==> src/rtl/nn_pkg.sv <==
// Shared definitions for the neuron datapath.
//   DW      - signed operand width (input and weight words)
//   PROD_W  - full-precision product width (2*DW)
//   ACC_W   - width of the downstream neuron accumulator
//   state_t - phases of one neuron pass in the feed sequencer
package nn_pkg;

  localparam int DW     = 8;
  localparam int PROD_W = 2 * DW;
  localparam int ACC_W  = 32;

  typedef logic signed [DW-1:0]     operand_t;
  typedef logic signed [PROD_W-1:0] prod_t;

  typedef enum logic [2:0] {
    IDLE,
    CLEAR,
    RUN,
    DRAIN,
    DONE
  } state_t;

endpackage

==> src/rtl/mac_mult_stage.sv <==
// Registered signed multiply with valid/last tags carried alongside the data.
//   clk, rst        - clock, synchronous active-high reset
//   vld, last       - tag of the operand pair presented this cycle
//   a, b            - signed operands
//   prod            - registered product; forced to 0 when the pair was not valid
//   prod_vld        - registered valid tag
//   prod_last       - registered last tag (only ever set together with prod_vld)
module mac_mult_stage
  import nn_pkg::*;
(
  input  logic     clk,
  input  logic     rst,
  input  logic     vld,
  input  logic     last,
  input  operand_t a,
  input  operand_t b,
  output prod_t    prod,
  output logic     prod_vld,
  output logic     prod_last
);

  // NOTE: sequential state uses non-blocking assignments so every flop
  // samples the pre-edge values regardless of statement order.
  always_ff @(posedge clk) begin
    if (rst) begin
      prod      <= '0;
      prod_vld  <= 1'b0;
      prod_last <= 1'b0;
    end else begin
      prod_vld  <= vld;
      prod_last <= vld && last;
      // The accumulator downstream adds prod every cycle, so an idle slot
      // must present exactly zero rather than a stale product.
      // Both operands are sign-extended first; -128*-128 fits in PROD_W.
      prod      <= vld ? prod_t'(a) * prod_t'(b) : '0;
    end
  end

endmodule

==> src/rtl/mac_feed_sequencer.sv <==
// Upstream feed for the 32-bit neuron accumulator. On start it walks
// N_INPUTS input/weight pairs out of two sync-read memories, multiplies each
// pair and drives the product on zin, framed by acc_clr and acc_done.
//   clk, rst   - clock, synchronous active-high reset
//   start      - begin a pass; honoured in IDLE and in the acc_done cycle
//   w_base     - weight base address, captured when start is accepted
//   x_addr     - input-memory address (pair index k)
//   w_addr     - weight-memory address (w_base + k, wrapping)
//   rd_en      - read enable to both memories
//   x_data     - signed input word, one cycle after x_addr/rd_en
//   w_data     - signed weight word, one cycle after w_addr/rd_en
//   zin        - signed product to the accumulator; 0 when no product is valid
//   acc_clr    - accumulator clear pulse, first cycle of a pass
//   busy       - pass in progress
//   acc_done   - one-cycle pulse; the accumulator holds the final sum
module mac_feed_sequencer
  import nn_pkg::*;
#(
  parameter int N_INPUTS = 16,
  parameter int DW       = nn_pkg::DW,
  parameter int XADDR_W  = 4,
  parameter int WADDR_W  = 8
) (
  input  logic                clk,
  input  logic                rst,
  input  logic                start,
  input  logic [WADDR_W-1:0]  w_base,
  output logic [XADDR_W-1:0]  x_addr,
  output logic [WADDR_W-1:0]  w_addr,
  output logic                rd_en,
  input  logic [DW-1:0]       x_data,
  input  logic [DW-1:0]       w_data,
  output logic [2*DW-1:0]     zin,
  output logic                acc_clr,
  output logic                busy,
  output logic                acc_done
);

  localparam logic [XADDR_W-1:0] LAST_K = XADDR_W'(N_INPUTS - 1);

  state_t               state_q, state_d;
  logic [XADDR_W-1:0]   x_addr_d;
  logic [WADDR_W-1:0]   w_addr_d;
  logic                 issue_d;
  logic                 last_d;

  // Tags travel with each read: issue_last marks the final address, the
  // _s1 copies line up with the memory data one cycle later.
  logic                 issue_last;
  logic                 vld_s1;
  logic                 last_s1;
  logic                 prod_vld;
  logic                 prod_last;

  // Next state and next address. CLEAR issues pair 0 itself, so a
  // single-pair pass goes straight to DRAIN without entering RUN.
  // NOTE: every variable gets a default at the top of the block so no path
  // leaves one unassigned and no latch is inferred.
  always_comb begin
    state_d  = state_q;
    x_addr_d = x_addr;
    w_addr_d = w_addr;

    unique case (state_q)
      IDLE:    if (start) state_d = CLEAR;
      CLEAR:   state_d = (x_addr == LAST_K) ? DRAIN : RUN;
      RUN:     if (x_addr == LAST_K) state_d = DRAIN;
      // DONE follows the cycle in which the last product sits on zin.
      DRAIN:   if (prod_vld && prod_last) state_d = DONE;
      DONE:    state_d = start ? CLEAR : IDLE;
      default: state_d = IDLE;
    endcase

    unique case (state_d)
      CLEAR: begin
        x_addr_d = '0;
        w_addr_d = w_base;
      end
      RUN: begin
        x_addr_d = x_addr + XADDR_W'(1);
        w_addr_d = w_addr + WADDR_W'(1);
      end
      default: ;
    endcase

    issue_d = (state_d == CLEAR) || (state_d == RUN);
    last_d  = issue_d && (x_addr_d == LAST_K);
  end

  // All outputs are registered from the next-state decode, so each one
  // reflects the phase of the cycle it is visible in.
  always_ff @(posedge clk) begin
    if (rst) begin
      state_q    <= IDLE;
      x_addr     <= '0;
      w_addr     <= '0;
      rd_en      <= 1'b0;
      acc_clr    <= 1'b0;
      busy       <= 1'b0;
      acc_done   <= 1'b0;
      issue_last <= 1'b0;
      vld_s1     <= 1'b0;
      last_s1    <= 1'b0;
    end else begin
      state_q    <= state_d;
      x_addr     <= x_addr_d;
      w_addr     <= w_addr_d;
      rd_en      <= issue_d;
      acc_clr    <= (state_d == CLEAR);
      busy       <= (state_d == CLEAR) || (state_d == RUN) || (state_d == DRAIN);
      // DONE is only reachable through the last tag leaving the multiplier.
      acc_done   <= (state_d == DONE);
      issue_last <= last_d;
      vld_s1     <= rd_en;
      last_s1    <= issue_last;
    end
  end

  mac_mult_stage u_mult (
    .clk       (clk),
    .rst       (rst),
    .vld       (vld_s1),
    .last      (last_s1),
    .a         (x_data),
    .b         (w_data),
    .prod      (zin),
    .prod_vld  (prod_vld),
    .prod_last (prod_last)
  );

endmodule

==> config.mk <==
export PLATFORM = sky130hd
export DESIGN_NAME = mac_feed_sequencer
export DESIGN_NICKNAME = d
export VERILOG_FILES = /design/src/rtl/nn_pkg.sv /design/src/rtl/mac_mult_stage.sv /design/src/rtl/mac_feed_sequencer.sv
export SDC_FILE = /design/constraint.sdc
export NUM_CORES = 1
export LEC_CHECK = 0
export CAP_MARGIN = 20
export CORE_ASPECT_RATIO = 1.2
export CORE_MARGIN = 1.5
export CORE_UTILIZATION = 60
export CTS_BUF_LIST = sky130_fd_sc_hd__clkbuf_4 sky130_fd_sc_hd__clkbuf_8
export CTS_CLUSTER_SIZE = 8
export DETAILED_ROUTE_END_ITERATION = 7
export PLACE_DENSITY_LB_ADDON = 0.3
export SLEW_MARGIN = 20
export SYNTH_ARGS = -nofsm -noshare
export SYNTH_HDL_FRONTEND = slang
export SYNTH_SLANG_ARGS = --single-unit
==> constraint.sdc <==
create_clock -name clk -period 12.3 [get_ports clk]
set_input_delay 2.46 -clock clk [delete_from_list [all_inputs] [get_ports clk]]
set_output_delay 2.46 -clock clk [all_outputs]
set_load 0.02 [all_outputs]
# --- Yosys cells after proc, flatten, opt, wreduce, memory -nomap -nowiden ---
# Cells that the tools add are included.
classes:
  n_addsub: 2
  multipliers: 1
  n_eq_ne: 10
  n_mux: 8
  bitwise_logic: 1
  reduce_logical: 8
op_table:
  columns: ["operator", "count"]
  rows:
  - ["8-bit by 8-bit multiplier with 16-bit output", 1]
  - ["8-bit one-hot mux with 2 select lines", 1]
  - ["3-bit one-hot mux with 5 select lines", 1]
  - ["3-bit by 2-bit equality test with 1-bit output, second input constant", 4]
  - ["3-bit two-way mux", 3]
  - ["8-bit by 1-bit adder with 8-bit output, second input constant", 1]
  - ["4-bit equality test, second input constant", 2]
  - ["4-bit one-hot mux with 2 select lines", 1]
  - ["3-bit by 1-bit equality test with 1-bit output, second input constant", 2]
  - ["3-bit equality test, second input constant", 2]
  - ["4-bit by 1-bit adder with 4-bit output, second input constant", 1]
  - ["1-bit logical AND", 3]
  - ["3-bit logical NOT", 1]
  - ["1-bit logical OR", 2]
  - ["1-bit two-way mux", 2]
  - ["2-bit nonzero test", 1]
  - ["2-bit OR reduction", 1]
  - ["1-bit NOT", 1]
totals:
  regBits: 40
  out_inout_bits: 32

# --- Longest topological paths before layout ---
depth:
  ltp_word: 7
  mapped_depth: 15

# --- By module ---
# A second synthesis with hierarchy kept.
hier_totals:
  hier_cells: 442
  area_unflattened_um2: 4160.2
by_module_without_submodules:
  columns: ["mod", "instances", "cells_each", "area_each_um2"]
  rows:
  - ["mac_mult_stage", 1, 321, 3030.4]
  - ["mac_feed_sequencer", 1, 121, 1129.8]

# --- Worst setup path after synthesis ---
# Ideal clock, no wire load.
synth_path:
  kind: "input to register"
  startpoint: "input port x_data[7]"
  endpoint: "register u_mult.prod[15]"
  setup_time_ns: 0.130
  arrival_time_ns: 6.014
  setup_slack_ns: 6.156
  stages: 14
  path_buffers: 0
  cell_sequence: "nand2_1 -> fa_1 -> inv_1 -> fa_1 -> inv_1 -> fa_1 -> fa_1 -> inv_1 -> ha_1 -> nand4_1 -> or2_2 -> a21oi_1 -> o21ai_0 -> nor3b_1"
synth_between:
  elab_chain_cells: 1
synth_lines:
  columns: ["item", "line", "text"]
  rows:
  - ["start: declaration", "mac_feed_sequencer.sv:31", "input logic [DW-1:0] x_data,"]
  - ["8-bit by 8-bit multiplier with 16-bit output", "mac_mult_stage.sv:35", "prod <= vld ? prod_t'(a) * prod_t'(b) : '0;"]
  - ["end signal: assignment", "mac_mult_stage.sv:35", null]
  - ["end: declaration", "mac_mult_stage.sv:17", "output prod_t prod,"]
# Every way passes these cells.
# A chain may end at the register's enable or synchronous reset.

# --- Final worst setup path ---
layout_path:
  startpoint: "input port w_data[2]"
  endpoint: "register u_mult.prod[15]"
layout_between:
  elab_chain_cells: 1
layout_lines:
  columns: ["item", "line", "text"]
  rows:
  - ["start: declaration", "mac_feed_sequencer.sv:32", "input logic [DW-1:0] w_data,"]
  - ["8-bit by 8-bit multiplier with 16-bit output", "mac_mult_stage.sv:35", null]
# Every way passes these cells.

==> impl_results.md <==
* Htree depth at 2
* DP Area at 0.00462 sq mm
* Post-route design area at 0.00470 sq mm
* Most frequent cell after synthesis: inv_1
* Die Wd at just under 80 um
* IO Pins at 59
* Initial antenna violation count at 0
* Yosys top cell by area: fa_1
* Routed wire length at approximately 8000 um
* Pins Over Slew Limit at 0
* Initial core utilization at 0.619
* Dominant cells by area after synthesis: fa_1, dfxtp_1, ha_1
* Final period utilization at 0.558
* Die area at 0.00715 sq mm
* Post-cts gate resize count at 0
* CP Class: input pin to register
* Critical path data arrival time at 7020 ps
* ANT cells at 0
* Clock-pin slew on the worst setup and hold paths at 80 ps
* CTS tree: built
* Mapped Cells at 429
* Drc violations at 0
* Nets at 597
* PortBufs at 58
* Root buffer cell: clkbuf_8
* Final Hold Fails at 0
* Post-synthesis sequential area ratio at 0.201
* Vias in the first global route at ~3200
* First-pass GRT wire length at roughly 14000 um
* Worst Reg2Reg Path Length in Cells at 6
* Max Cap Viol at 0
* Layout Utilization at 0.729
* Worst hold slack at 430 ps
* Slowest-stage cell, CP: fa_1
* Antenna viol nets, final at 0
* Reg2Reg Launch Point: x_addr[0]
* Relative slew slack at 0.389
* Critical path's most frequent cell: fa_1
* Startpoint type of the worst setup path: input pin
* Status: complete, no violations
* Top_reg_cell synth: dfxtp_1
* Slowest stage delay, CP at 750 ps
* Worst skew pair latency at between 200 and 300 ps
* Worst Hold Path EP: u_mult.prod_last
* Final Wtd Congestion at 0.816
* Gr ovfl total at 0
* Largest net degree at the start of global routing at 24
* Critical Path RT at around 12000 ps
* Mapped Area at 0.00399 sq mm
* Gr usage total at 0.249
* Clock sinks at 40
* Mapped Avg Cell Area at 9.30 sq um
* Top cells by count, synth: inv_1, fa_1, and2_1, dfxtp_1, ha_1
* #FFs+latches synth at 40
* DP Worst Slack at between 5000 and 6000 ps
* Worst Tran Pin Value at ~910 ps
* RSZ-0062 raised after global routing: no
* Worst reg-to-reg setup slack at approximately 10000 ps
* Sum Neg Setup Slack at 0 ps
* Layout area overhead at 17.8%
* Multi-input logic area at roughly 0.0028 sq mm
* Share of the synthesized area in the top cell type at 0.276
* Dpl cells at 562
* Initial DRT Pass Iterations at 4
* EDFF count, synth at 0
* Initial drt markers at between 100 and 150
* Layout cells sized above 1 at 0.0413
* Part of the power in registers at 0.202
* RR Endpoint: w_addr[6]
* Pleak at roughly 2.1 nW
* Post-synthesis cell type count at 54
* Final WS setup at 5440 ps
* Total power at 0.739 mW
* Worst Setup End Kind: register
* Final worst path period need at 6860 ps
* Comb pwr share at 0.687
* Peak VDD IR at 0.245 mV
* Syn. warnings at 0
* Final cell count without fillers at 569
* Post-CTS Setup Bufs at 0
* TritonCTS buffer count at 5
* Via density at 5.30
* Worst hold path depth at 1
* Fmax at 146 MHz
* Clock share of power at 0.111
* Clock Skew at between 6 and 7 ps
* P_int at 0.408 mW
* Via count at 3016
* Sw Pwr at 0.332 mW
* Cell Rows at 32
* Hold crit path type: register to register
* Ordered cell list for the critical path: clkdlybuf4s50_1 -> nand2_1 -> fa_1 -> inv_1 -> fa_1 -> inv_1 -> fa_1 -> fa_1 -> inv_1 -> ha_1 -> nand4_1 -> or2_2 -> a21oi_1 -> o21ai_0 -> nor3b_1
* Hold_buf cts at 0
* Sw Ratio at 0.448
* Ys async rst share at 0
* Fillers at 478
* Clk buf depth at 2
* CP Max Fanout at 8
* Final setup violation count at 0
* Post-DP HPWL at ~6600 um
* Drt wl/cell at 14.2 um
* Register area at around 800 sq um
* Syn nets at 542
* Pwr Density at 157 mW/mm^2
* DIE HEIGHT at around 92 um
* Hold_sp: last_s1
* CORE AREA at around 0.0064 sq mm
[worst max-delay path, delay by kind of cell]
family	cells	cell delay, ps
compound gates	2	310
fa+ha+maj	5	2710
buf+inv	4	800
simple gates	4	730
[area by class of cell]
| cell class | instances | share of cell area |
|---|---|---|
| tap | 85 | 0.0226 |
| sequential | 40 | 0.170 |
| clock inverter | 2 | 0.00266 |
| clock buffer | 5 | 0.0146 |
| timing repair buffer | 58 | 0.124 |
| multi-input combinational | 304 | 0.606 |
| inverter | 75 | 0.0599 |
[how the worst max path moves through the flow]
stage              start              end  slack, ps  depth (start not counted)
2_1_floorplan  x_data[7]  u_mult.prod[15]       6160                         14
3_3_place_gp   w_data[7]  u_mult.prod[14]       5350                         15
3_5_place_dp   w_data[2]  u_mult.prod[15]       5180                         15
4_1_cts        w_data[2]  u_mult.prod[15]       5480                         15
5_1_grt        x_data[7]  u_mult.prod[15]       5220                         13
6_report       w_data[2]  u_mult.prod[15]       5440                         15
[cell usage in the layout, fill, tap and decap left out, drive strengths merged, types with 3 or more instances in the layout]
master / Yosys / final
nor2: 28 / 28
a211oi: 3 / 3
and2: 47 / 47
nand3: 3 / 3
nor3: 14 / 14
and3: 5 / 5
o21a: 8 / 8
o21ai: 9 / 9
xnor2: 10 / 10
xor2: 4 / 4
inv: 75 / 75
nand2b: 3 / 3
dfxtp: 40 / 40
nand4: 4 / 4
a21oi: 15 / 15
clkdlybuf4s50: 0 / 58
clkbuf: 3 / 5
nand2: 23 / 23
fa: 55 / 55
ha: 31 / 31
nor3b: 3 / 3
nor2b: 11 / 11
[power groups by stage]
stage	clock network, mW	registers [mW]	logic, mW
floorplan	0	0.163	0.378
global placement	0	0.152	0.485
detailed placement	0	0.152	0.507
CTS	0.0840	0.149	0.509
global route	0.0903	0.151	0.576
finish	0.0818	0.150	0.508
[metal layers]
layer | wire length [um] | vias to the layer above | GRT usage | part of all wire
li1 | - | 1481 | - | -
met1 | 3410 | 1478 | 0.302 | 0.42
met2 | 4350 | 44 | 0.465 | 0.54
met3 | 194 | 13 | 0.0345 | 0.024
met4 | 108 | 0 | 0.0591 | 0.013
met5 | 0 | - | 0 | 0
[kinds of logic after synthesis]
group | synth area share
AND/OR/NAND/NOR | 0.213
adder cells (fa/ha/maj) | 0.373
buffers and inverters | 0.0850
AO/OA/AOI/OAI | 0.0869
flip-flops | 0.201
XOR/XNOR | 0.0326
multiplexers | 0.00816
[registers in the layout, summed over array words and instances (netlist names)]
| signal | cells |
|---|---|
| acc_clr | 1 |
| acc_done | 1 |
| busy | 1 |
| issue_last | 1 |
| last_s1 | 1 |
| rd_en | 1 |
| state_q | 3 |
| u_mult.prod | 16 |
| u_mult.prod_last | 1 |
| u_mult.prod_vld | 1 |
| vld_s1 | 1 |
| w_addr | 8 |
| x_addr | 4 |
Note: power is estimated with default switching activity, not from simulation.
